[src/rtl/mem_port_arbiter.sv]
// Arbiter that shares one single-ported unified memory between instruction fetch and data access.
// Data has fixed priority, a wait counter bounds every access, and the pipeline is stalled until completion.
module mem_port_arbiter #(
    parameter int ADDR_W  = 9,
    parameter int DATA_W  = 32,
    parameter int TIMEOUT = 16
) (
    input  logic              clk,
    input  logic              reset,
    input  logic              if_req,
    input  logic [ADDR_W-1:0] if_addr,
    output logic              if_rvalid,
    output logic [DATA_W-1:0] if_rdata,
    input  logic              d_read,
    input  logic              d_write,
    input  logic [ADDR_W-1:0] d_addr,
    input  logic [DATA_W-1:0] d_wdata,
    output logic              d_done,
    output logic [DATA_W-1:0] d_rdata,
    output logic              stall_if,
    output logic              stall_mem,
    output logic              mem_req,
    output logic              mem_we,
    output logic [ADDR_W-1:0] mem_addr,
    output logic [DATA_W-1:0] mem_wdata,
    input  logic              mem_ack,
    input  logic [DATA_W-1:0] mem_rdata,
    output logic              err,
    output logic [1:0]        state_dbg
);

    // Handshakes: requesters hold their request level until the one-cycle done pulse
    // (d_done / if_rvalid); the memory answers a held mem_req with a one-cycle mem_ack.
    localparam int CNT_W = ($clog2(TIMEOUT + 1) > 5) ? $clog2(TIMEOUT + 1) : 5;

    typedef enum logic [1:0] {
        IDLE   = 2'd0,
        D_BUSY = 2'd1,
        I_BUSY = 2'd2,
        RESP   = 2'd3
    } state_t;

    state_t state;
    state_t state_next;

    logic [ADDR_W-1:0] addr_q;
    logic [DATA_W-1:0] wdata_q;
    logic [DATA_W-1:0] rdata_q;
    logic              we_q;
    logic              resp_is_data_q;
    logic              err_q;
    logic [CNT_W-1:0]  wait_q;
    logic [CNT_W-1:0]  wait_inc;

    logic accept_d;
    logic accept_i;
    logic capture_resp;
    logic timed_out;
    logic set_err;
    logic busy;

    assign busy     = (state == D_BUSY) || (state == I_BUSY);
    assign wait_inc = wait_q + 1'b1;

    always_ff @(posedge clk or negedge reset) begin
        if (!reset) begin
            state <= IDLE;
        end else begin
            state <= state_next;
        end
    end

    always_comb begin
        state_next   = state;
        accept_d     = 1'b0;
        accept_i     = 1'b0;
        capture_resp = 1'b0;
        timed_out    = 1'b0;
        set_err      = 1'b0;
        case (state)
            IDLE: begin
                if (d_read || d_write) begin
                    state_next = D_BUSY;
                    accept_d   = 1'b1;
                    // A simultaneous load and store is resolved as a store and flagged.
                    set_err    = d_read && d_write;
                end else if (if_req) begin
                    state_next = I_BUSY;
                    accept_i   = 1'b1;
                end
            end
            D_BUSY, I_BUSY: begin
                if (mem_ack) begin
                    state_next   = RESP;
                    capture_resp = 1'b1;
                end else if (wait_inc == CNT_W'(TIMEOUT)) begin
                    state_next = RESP;
                    timed_out  = 1'b1;
                    set_err    = 1'b1;
                end
            end
            RESP: begin
                state_next = IDLE;
            end
            default: begin
                state_next = IDLE;
            end
        endcase
    end

    always_ff @(posedge clk or negedge reset) begin
        if (!reset) begin
            addr_q         <= '0;
            wdata_q        <= '0;
            rdata_q        <= '0;
            we_q           <= 1'b0;
            resp_is_data_q <= 1'b0;
            err_q          <= 1'b0;
            wait_q         <= '0;
        end else begin
            if (accept_d) begin
                addr_q         <= d_addr;
                wdata_q        <= d_wdata;
                we_q           <= d_write;
                resp_is_data_q <= 1'b1;
                wait_q         <= '0;
            end else if (accept_i) begin
                addr_q         <= if_addr;
                wdata_q        <= '0;
                we_q           <= 1'b0;
                resp_is_data_q <= 1'b0;
                wait_q         <= '0;
            end else if (busy && !mem_ack) begin
                wait_q <= wait_inc;
            end
            if (capture_resp) begin
                rdata_q <= mem_rdata;
            end else if (timed_out) begin
                rdata_q <= '0;
            end
            if (set_err) begin
                err_q <= 1'b1;
            end
        end
    end

    // All memory-side outputs come from registers so they hold steady across wait states.
    assign mem_req   = busy;
    assign mem_we    = we_q && busy;
    assign mem_addr  = addr_q;
    assign mem_wdata = wdata_q;

    assign d_done    = (state == RESP) && resp_is_data_q;
    assign if_rvalid = (state == RESP) && !resp_is_data_q;
    assign d_rdata   = rdata_q;
    assign if_rdata  = rdata_q;

    assign stall_mem = (d_read || d_write) && !d_done;
    assign stall_if  = (if_req && !if_rvalid) || stall_mem;

    assign err       = err_q;
    assign state_dbg = state;

endmodule

[config.mk]
export PLATFORM = sky130hd
export DESIGN_NAME = mem_port_arbiter
export DESIGN_NICKNAME = d
export VERILOG_FILES = /design/src/rtl/mem_port_arbiter.sv
export SDC_FILE = /design/constraint.sdc
export NUM_CORES = 1
export LEC_CHECK = 0
export CAP_MARGIN = 30
export CORE_ASPECT_RATIO = 1.25
export CORE_MARGIN = 5
export CORE_UTILIZATION = 43
export DETAILED_ROUTE_END_ITERATION = 8
export PLACE_DENSITY_LB_ADDON = 0.3
export SETUP_SLACK_MARGIN = 0.5
export SLEW_MARGIN = 0
export SYNTH_ARGS = -nofsm -noshare
export SYNTH_HDL_FRONTEND = slang
export SYNTH_SLANG_ARGS = --single-unit
[constraint.sdc]
create_clock -name clk -period 5.1 [get_ports clk]
set_input_delay 1.02 -clock clk [delete_from_list [all_inputs] [get_ports clk]]
set_output_delay 1.02 -clock clk [all_outputs]
set_load 0.03 [all_outputs]
[Yosys cells after proc, flatten, opt, wreduce, memory -nomap -nowiden]
Cells that the tools add are included.
Storage, ports and cells
  flip-flop bits (word level): 83
  bits of input ports: 88
  output and inout bits: 114
Operators by class
  add/sub/neg operators: 1
  eq/ne operators: 6
  mux-type cells: 29
  reduce and logical (&&, ||, !) cells: 20
Operator list (number)
  two-way mux 32 bit: 4
  two-way mux 9 bit: 2
  two-way mux 5 bit: 3
  two-way mux 1 bit: 14
  two-way mux 2 bit: 4
  logical AND 1 bit: 7
  inequality test 3 bit, second input constant: 2
  one-hot mux 2 bit (3 select lines): 1
  adder 5 x 1 -> 5 bit, second input constant: 1
  == test 5 bit, second input constant: 1
  == test 2 bit, second input constant: 2
  zero test 1 bit: 4
  nonzero test 2 bit: 2
  logical OR 1 bit: 3
  nonzero test 3 bit: 1
  == test 2 x 1 -> 1 bit, second input constant: 1
  zero test 2 bit: 1
  one-hot mux 1 bit (2 select lines): 1
  AND reduction 2 bit: 1
  OR reduction 2 bit: 1

[Depth between registers and ports, before layout]
Gate-level depths: netlist of run 1.
  word-level depth: 7
  mapped depth: 7

[Worst setup path after synthesis of run 1]
No wires, ideal clock.
  kind: reg-to-output
  start point: reg state[0], in the netlist state_dbg[0]
  end point: out mem_we
  arrival: 1.863 ns
  required time: 4.080 ns
  slack: 2.217 ns
  stages on the path, launching flop included: 5
  path buffers: 1
  cell sequence: dfrtp_1 inv_1 ha_1 clkbuf_1 and2_1
Between the ends
  cells in the longest elaborated chain, start to end: 3
Ends and longest elaborated chain
  from (decl): line 43  | state_t state;
  from (signal assigned): line 69  | state <= state_next;
  == test 2 x 1 -> 1 bit or == test 2 bit (tied branches): line 62  | assign busy = (state == D_BUSY) || (state == I_BUSY);
  logical OR 1 bit *: line 62
  named net mem_req: line 22  | output logic mem_req,
  logical AND 1 bit *: line 149  | assign mem_we = we_q && busy;
  to (decl): line 23  | output logic mem_we,
Mark *: on every way through the listed nets, which the timed path passes. The rest lies on a longest branch.

[Worst setup path in the final report of run 1]
  start point: in d_write
  end point: out stall_if
Between the ends
  cells in the longest elaborated chain, start to end: 3
Ends and longest elaborated chain
  from (decl): line 15  | input logic d_write,
  logical OR 1 bit: line 158  | assign stall_mem = (d_read || d_write) && !d_done;
  logical AND 1 bit: line 158
  logical OR 1 bit: line 159  | assign stall_if = (if_req && !if_rvalid) || stall_mem;
  to (decl): line 20  | output logic stall_if,
Every way passes these cells.

==> results of run 1 <==
## worst max-delay path, stage by stage
cell and delay [ns]:
clkdlybuf4s50_1 0.53, nor2_1 0.07, buf_4 0.19, o22ai_1 0.16, clkdlybuf4s50_1 0.69
## cell usage after synthesis (5+ instances only)
cell | n | area share (%)
a21oi_1 | 43 | 5.5
a22o_1 | 34 | 7.6
buf_2 | 9 | 1.1
buf_4 | 32 | 6.1
clkbuf_1 | 15 | 1.4
dfrtp_1 | 83 | 53
ha_1 | 5 | 1.6
inv_1 | 5 | 0.48
nand2b_1 | 33 | 5.2
nor2_1 | 18 | 1.7
nor2b_1 | 32 | 5.1
o21ai_1 | 32 | 4.1
o22ai_1 | 10 | 1.6
## cell families after synthesis
kind of cell | share of synthesized area (%)
DFF | 52.73
buffers and inverters | 9.434
AOI/OAI and AO/OA | 19.50
and+or+nand+nor | 14.71
adders and majority gates | 1.588
muxes | 1.144
xor gates and xnor gates | 0.8896
## worst max-delay path by stage
stage               slack (ns)       end         start
finish                    1.41  stall_if       d_write
global route              1.33  stall_if       d_write
CTS                       1.41  stall_if       d_write
detailed placement        1.43  stall_if       d_write
global placement          1.44  stall_if       d_write
floorplan                 2.22    mem_we  state_dbg[0]
## layer usage
metal	track usage [%]	vias to the layer above	routed length, µm
met1	25.38	1645	4578
met5	0	-	0
met3	6.586	10	1149
met4	8.159	0	123
li1	-	1604	-
met2	30.24	153	5083
## power groups by stage
| stage | clock network (mW) | logic (mW) | registers (mW) |
|---|---|---|---|
| after global placement | 0 | 2.86 | 1.22 |
| after floorplan | 0 | 1.37 | 1.77 |
| final | 0.635 | 2.94 | 1.23 |
| after detailed placement | 0 | 2.97 | 1.24 |
| after global routing | 0.677 | 3.14 | 1.29 |
| after CTS | 0.650 | 2.97 | 1.24 |
## state kept, by name, indices dropped and copies added, names as in the netlist
register / flops
d_rdata: 32
err: 1
mem_addr: 9
mem_wdata: 32
resp_is_data_q: 1
state_dbg: 2
wait_q: 5
we_q: 1
## final cells by class
| cell class | instances | area, µm² |
|---|---|---|
| Timing Repair Buffer | 209 | 2137 |
| Clock inverter | 4 | 51.30 |
| Inverter | 5 | 18.77 |
| Tap cell | 123 | 153.9 |
| Clock buffer | 11 | 242.7 |
| Fill cell | 685 | 2851 |
| Multi-Input combinational cell | 235 | 1495 |
| Sequential cell | 83 | 2077 |
## stage by stage
stage | util (%) | hold slack [ns]
2_1_floorplan | - | 0.4554
3_3_place_gp | 64.07 | 0.4763
3_5_place_dp | 65.16 | 0.4883
6_report | 68.41 | 0.4996
5_1_grt | 68.41 | 0.5182
4_1_cts | 68.41 | 0.5053
==> run summary, run 1 <==
starting density of the core = 43.63%
worst path required time = 4.08 ns
Clk pwr share = 13.2%
I/O Buffers = 201
# clock sinks = 83
WL final = 10,930 µm
Syn Area/Cell = 10.37 µm²
Worst Hold End = resp_is_data_q
Tot Pwr = 4.807 mW
CTS-repair resized insts = 0
setup TNS = 0 ns
sw power = 2.150 mW
Final WS setup = 1.411 ns
Hold Crit Start = resp_is_data_q
post-CTS setup buffers = 0
Nets = 636
Area Overhead vs Synth = 56.80%
Comb pwr share = 61.1%
CP Max Fanout = 15
leakage power = 2.569 nW
first-pass GRT wire length = 16,990 µm
syn nets = 473
Peak VDD IR = 0.0005167 V
r2r endpoint = state_dbg[0]
post-synthesis async set-or-reset flop share = 100.0%
vias per cell = 5.093
max-cap violations = 0
final setup fails = 0
die area = 11,190 µm²
Hold Path Stages = 1
Cells after Synth = 380
Layout Skew = 0.005919 ns
Reg power frac = 25.7%
R2R setup slack = 2.89 ns
fraction of layout cells with a size suffix above 1 = 4.936%
post-synthesis cell type count = 28
post-DP HPWL = 7994 µm
total CTS buffers = 9
Worst R2R Path Depth = 7
Setup WS pre-CTS = 1.430 ns
Syn Std Cell Area = 3939 µm²
DRC errors left = 0
H-tree levels = 3
die span in y = 117.0 µm
Crit Path Class = in -> out
cts hold-fix bufs = 0
worst slew pin tran = 0.9539 ns
Reg-to-Reg Start = state_dbg[0]
Initial DRC Count = 136
sequential area share after synthesis = 52.73%
run status = finished, final reports clean
clk_lat worst skew = 0.33 ns
# IOs = 202
placed insts = 655
slew margin rel. = 36.28%
Arr. time, crit path = 2.67 ns
Rows = 39
area post-placement = 5882 µm²
design area = 6176 µm²
crit path time final = 3.689 ns
max-slew violation count = 0
Tcrit/Tclk final = 72.33%
CTS Buffer Depth = 2
most frequent cells in the layout = clkdlybuf4s50_1, dfrtp_1, a21oi_1
Vias = 3,412
DR WL/cell = 16.32 µm
top_reg_cell synth = dfrtp_1
clock slew at the register clock pins of the worst setup and hold paths = 0.06 ns
hold crit path type = reg -> reg
CTS tree = yes
pwr/cell area = 778.4 nW/µm²
number of synthesized flops with an enable pin = 0
antenna diode count = 0
RSZ-0062 raised after global routing = no
achievable frequency = 0.2711 GHz
core box area = 9027 µm²
CTS root buf = clkbuf_16
GRT Total Usage = 19.63%
final hold vios = 0
drt pass-1 iters = 4
final std cells w/o fill = 670
critical path launch point type = primary input
cell-internal power = 2.657 mW
chip width = 95.61 µm
CP Capture Type = output port
synth warn = 0
initial antenna violation count = 0
largest net degree at the start of global routing = 55
Net Sw Frac = 44.72%
GRT overflow = 0
commonest non-fill, non-tap cell in the layout = clkdlybuf4s50_1
Placer Congestion = 0.7460
number of global-route vias before repair = 3,454
ANT nets after route = 0
#FFs+latches synth = 83
No activity file was read; power rests on OpenSTA's default activity.
==> run 2, diff against run 1 <==
CORE_UTILIZATION = 36   (was 43)
clock period = 3.2 ns   (was 5.1 ns; I/O delays follow)
==> run summary, run 2 (same netlist as run 1, synthesis figures left out) <==
die area = 13,150 µm² (+18%)
CP Max Fanout = 4 (-11)
R2R setup slack = 0.95 ns (-1.94 ns)
Comb pwr share = 60.7% (-0.4 points)
run status = finished, final reports clean
initial antenna violation count = 0 (unchanged)
# clock sinks = 83 (unchanged)
CTS tree = yes
worst path required time = 2.56 ns (-1.52 ns)
hold crit path type = in -> async
RSZ-0062 raised after global routing = no
DR WL/cell = 16.59 µm (+1.6%)
pwr/cell area = 1244 nW/µm² (+60%)
# fillers = 935 (+36%)
Initial DRC Count = 113 (-17%)
total CTS buffers = 9 (unchanged)
Nets = 636 (unchanged)
I/O Buffers = 201 (unchanged)
cts hold-fix bufs = 0 (unchanged)
slowest cell delay on critical path = 0.46 ns (-0.23 ns)
GRT Total Usage = 17.37% (-2.3 points)
CTS root buf = clkbuf_16
Clk pwr share = 13.6% (+0.4 points)
Rows = 42 (+7.7%)
first-pass GRT wire length = 18,800 µm (+11%)
fraction of layout cells with a size suffix above 1 = 5.474% (+0.54 points)
starting density of the core = 36.92% (-6.7 points)
Hold WS = 0.2933 ns (-0.2062 ns)
CP Buf/Inv Count = 2 (-1)
final hold vios = 0 (unchanged)
delay-heaviest family, CP = buffers and inverters
antenna diode count = 0 (unchanged)
CTS Buffer Depth = 2 (unchanged)
Cell Chain, Critical Path = clkdlybuf4s50_1, nor2_1, o22ai_1, dlygate4sd2_1
leakage power = 2.564 nW (-0.20%)
# IOs = 202 (unchanged)
most frequent cells in the layout = clkdlybuf4s50_1, dfrtp_1, a21oi_1
CP Capture Type = output port
CP max-delay cell = clkdlybuf4s50_1
Arr. time, crit path = 1.91 ns (-0.76 ns)
Peak VDD IR = 0.0005533 V (+7.1%)
H-tree levels = 3 (unchanged)
Net Sw Frac = 45.18% (+0.46 points)
chip width = 103.6 µm (+8.3%)
Layout Skew = 0.007721 ns (+0.001802 ns)
final std cells w/o fill = 680 (+1.5%)
cell-internal power = 4.187 mW (+58%)
clock slew at the register clock pins of the worst setup and hold paths = 0.06 ns (about the same)
largest net degree at the start of global routing = 45 (-18%)
DRC errors left = 0 (unchanged)
achievable frequency = 0.3926 GHz
Crit Path Class = in -> out
drt pass-1 iters = 6 (+2)
GRT overflow = 0 (unchanged)
Placer Congestion = 0.7606 (+2.0%)
core box area = 10,670 µm² (+18%)
WL final = 11,280 µm (+3.2%)
sw power = 3.451 mW (+61%)
Tcrit/Tclk final = 79.59%
clk_lat worst skew = 0.33 ns (about the same)
max-slew violation count = 0 (unchanged)
commonest non-fill, non-tap cell in the layout = clkdlybuf4s50_1
Vias = 3,355 (-1.7%)
Reg-to-Reg Start = state_dbg[1]
vias per cell = 4.934 (-3.1%)
r2r endpoint = mem_addr[7]
Area Overhead vs Synth = 55.94%
worst slew pin tran = 1.022 ns (+0.06776 ns)
max-cap violations = 0 (unchanged)
final setup fails = 0 (unchanged)
ANT nets after route = 0 (unchanged)
slew margin rel. = 31.75% (-4.5 points)
post-CTS setup buffers = 0 (unchanged)
number of global-route vias before repair = 3,553 (+2.9%)
placed insts = 664 (+1.4%)
die span in y = 126.9 µm (+8.5%)
post-DP HPWL = 8266 µm (+3.4%)
critical path launch point type = primary input
crit path time final = 2.547 ns
Tot Pwr = 7.639 mW (+59%)
Worst R2R Path Depth = 5 (-2)
setup TNS = 0 ns (unchanged)
Reg power frac = 25.7% (about the same)
run 2: metal layers:
metal | part of all wire (%) | wire length, µm | vias up | GRT usage, %
met3 | 8.5 | 956 | 9 | 5.793
met4 | 1.2 | 131 | 0 | 5.637
met2 | 47 | 5314 | 141 | 27.59
met5 | 0 | 0 | - | 0
li1 | - | - | 1603 | -
met1 | 43 | 4877 | 1602 | 22.37
run 2: worst register-to-register path, stage by stage, from the launching register on:
cell and delay (ns):
dfrtp_1 0.41, inv_1 0.11, ha_1 0.51, nor2b_1 0.88
nor2_1 0.10, a21oi_1 0.15
run 2: cell type report:
class	instances	area, µm²	share of cell area, %
clock buffers	10	239.0	3.891
clock inverters	6	63.81	1.039
inverters	5	18.77	0.3056
multi-input cells	235	1495	24.34
flip-flops and latches	83	2077	33.82
well taps	132	165.2	2.689
repair buffers	209	2083	33.92
run 2: how the worst max path moves through the flow:
stage | depth (start not counted) | slack [ns] | endpoint | start
3_3_place_gp | 4 | 0.40 | stall_if | d_write
3_5_place_dp | 4 | 0.41 | stall_if | d_write
4_1_cts | 3 | 0.56 | mem_req | state_dbg[0]
6_report | 4 | 0.65 | stall_if | d_write
2_1_floorplan | 4 | 0.70 | mem_we | state_dbg[0]
5_1_grt | 3 | 0.55 | if_rvalid | state_dbg[0]
run 2: power by group through the flow:
stage                     registers (mW)  logic (mW)  clock network, mW
after floorplan                     2.83        2.18                  0
after global placement              1.95        4.61                  0
after detailed placement            1.97        4.69                  0
after CTS                           1.97        4.69               1.07
after global routing                2.05        4.95               1.11
final                               1.96        4.64               1.04
run 2: through the flow:
| step | setup WS (ns) | cell area, µm² | utilization [%] |
|---|---|---|---|
| floorplan | 0.6972 | 3939 | - |
| detailed placement | 0.4090 | 5836 | 54.70 |
| CTS | 0.5627 | 6136 | 57.52 |
| global placement | 0.4020 | 5816 | 54.52 |
| global route | 0.5474 | 6142 | 57.58 |
| finish | 0.6530 | 6142 | 57.58 |
run 2: what timing repair did:
item,CTS,global route
setup endpoints to repair,2,2
pin swaps,0,0
resized for setup,2,2
hold endpoints to repair,0,0
==> run 3, diff against run 2 <==
clock period = 2.3 ns   (was 3.2 ns; I/O delays follow)
==> run summary, run 3 (same netlist as run 1, synthesis figures left out) <==
run status = finished, final reports clean
clock slew at the register clock pins of the worst setup and hold paths = 0.06 ns (about the same)
Peak VDD IR = 0.0008994 V (+63%)
Reg-to-Reg Start = state_dbg[0]
hold crit path type = in -> async
multi-input logic area = 1551 µm² (+3.8%)
Tot Pwr = 10.40 mW (+36%)
number of global-route vias before repair = 3,523 (-0.84%)
Placer Congestion = 0.7656 (+0.66%)
slew margin rel. = 64.37% (+33 points)
GRT overflow = 0 (unchanged)
ANT nets after route = 0 (unchanged)
core box area = 10,670 µm² (unchanged)
first-pass GRT wire length = 18,220 µm (-3.0%)
RSZ-0062 raised after global routing = yes
chip width = 103.6 µm (unchanged)
DR WL/cell = 16.63 µm (+0.23%)
Tcrit/Tclk final = 82.43%
max-slew violation count = 0 (unchanged)
# clock sinks = 83 (unchanged)
worst path required time = 1.84 ns (-0.72 ns)
commonest non-fill, non-tap cell in the layout = dlygate4sd2_1
crit path time final = 1.896 ns
Arr. time, crit path = 1.44 ns (-0.47 ns)
worst slew pin tran = 0.5321 ns (-0.4896 ns)
initial antenna violation count = 0 (unchanged)
Layout Utilization = 58.32% (+0.74 points)
CTS root buf = clkbuf_16
CP Capture Type = output port
CTS Buffer Depth = 2 (unchanged)
clk_lat worst skew = 0.33 ns (about the same)
post-DP HPWL = 8389 µm (+1.5%)
placed insts = 667 (+0.45%)
setup TNS = 0 ns (unchanged)
design area = 6221 µm² (+1.3%)
Rows = 42 (unchanged)
fraction of layout cells with a size suffix above 1 = 10.52% (+5.0 points)
# fillers = 980 (+4.8%)
Setup WS pre-CTS = 0.09547 ns (-0.3135 ns)
max-cap violations = 0 (unchanged)
start point of the critical path = state_dbg[0]
H-tree levels = 3 (unchanged)
total CTS buffers = 9 (unchanged)
Vias = 3,424 (+2.1%)
vias per cell = 4.941 (+0.14%)
drt pass-1 iters = 4 (-2)
antenna diode count = 0 (unchanged)
DRC errors left = 0 (unchanged)
pwr/cell area = 1671 nW/µm² (+34%)
critical path launch point type = flip-flop
# IOs = 202 (unchanged)
final setup fails = 0 (unchanged)
Initial DRC Count = 99 (-12%)
Crit Path Class = reg -> out
Nets = 649 (+2.0%)
WL final = 11,520 µm (+2.1%)
Layout Skew = 0.006760 ns (-0.0009614 ns)
area post-placement = 5938 µm² (+1.8%)
Reg area = 2079 µm² (+0.12%)
largest net degree at the start of global routing = 45 (unchanged)
most frequent cells in the layout = dlygate4sd2_1, clkdlybuf4s50_1, dfrtp_1
GRT Total Usage = 16.87% (-0.50 points)
Final WS setup = 0.4041 ns (-0.2490 ns)
achievable frequency = 0.5274 GHz
final std cells w/o fill = 693 (+1.9%)
die span in y = 126.9 µm (unchanged)
Hold WS = 0.08759 ns (-0.2057 ns)
CTS tree = yes
CP Max Fanout = 4 (unchanged)
Area Overhead vs Synth = 57.94%
starting density of the core = 36.92% (unchanged)
I/O Buffers = 201 (unchanged)
final hold vios = 0 (unchanged)
leakage power = 2.839 nW (+11%)
die area = 13,150 µm² (unchanged)
==> run 3: area by class of cell <==
cell class | count | share of cell area, %
flip-flops and latches | 83 | 33.43
repair buffers | 222 | 33.55
well taps | 132 | 2.655
multi-input cells | 235 | 24.94
inverters | 5 | 0.3017
clock buffers | 10 | 3.681
clock inverters | 6 | 1.448
==> run 3: layer usage <==
metal | GRT usage (%) | vias up | routed length (µm)
met1 | 21.67 | 1618 | 5031
met3 | 5.843 | 15 | 999
met5 | 0 | - | 0
met2 | 26.20 | 163 | 5302
met4 | 6.486 | 0 | 187
li1 | - | 1628 | -
==> run 3: power by group <==
group | switching (mW) | internal [mW] | total [mW]
logic | 3.76 | 2.40 | 6.16
clock network | 0.576 | 0.953 | 1.53
registers | 0.525 | 2.18 | 2.70
total | 4.86 | 5.53 | 10.4
==> run 3: path summary, 6_finish.rpt <==
kind	endpoint	slack (ns)	cells after the start
worst max-delay path	stall_if	0.40	4
worst min-delay path	d_rdata[31]	0.09	1
worst max register to register	state_dbg[0]	0.55	7
worst min register to register	err	0.48	2
max in group asynchronous	d_rdata[20]	1.58	2
min in group clk	err	0.48	2
==> run 3: critical path, cell delays in order (launching register included) <==
cell and delay [ns]:
dfrtp_2 0.44, ha_4 0.18, and2_4 0.16, o22ai_4 0.17, buf_6 0.15
==> run 3: repair_timing <==
item,in CTS,in global routing
gates resized for setup,130,7
pin swaps,1,3
buffers inserted,4,6
hold buffers,0,0
setup endpoints to repair,125,21
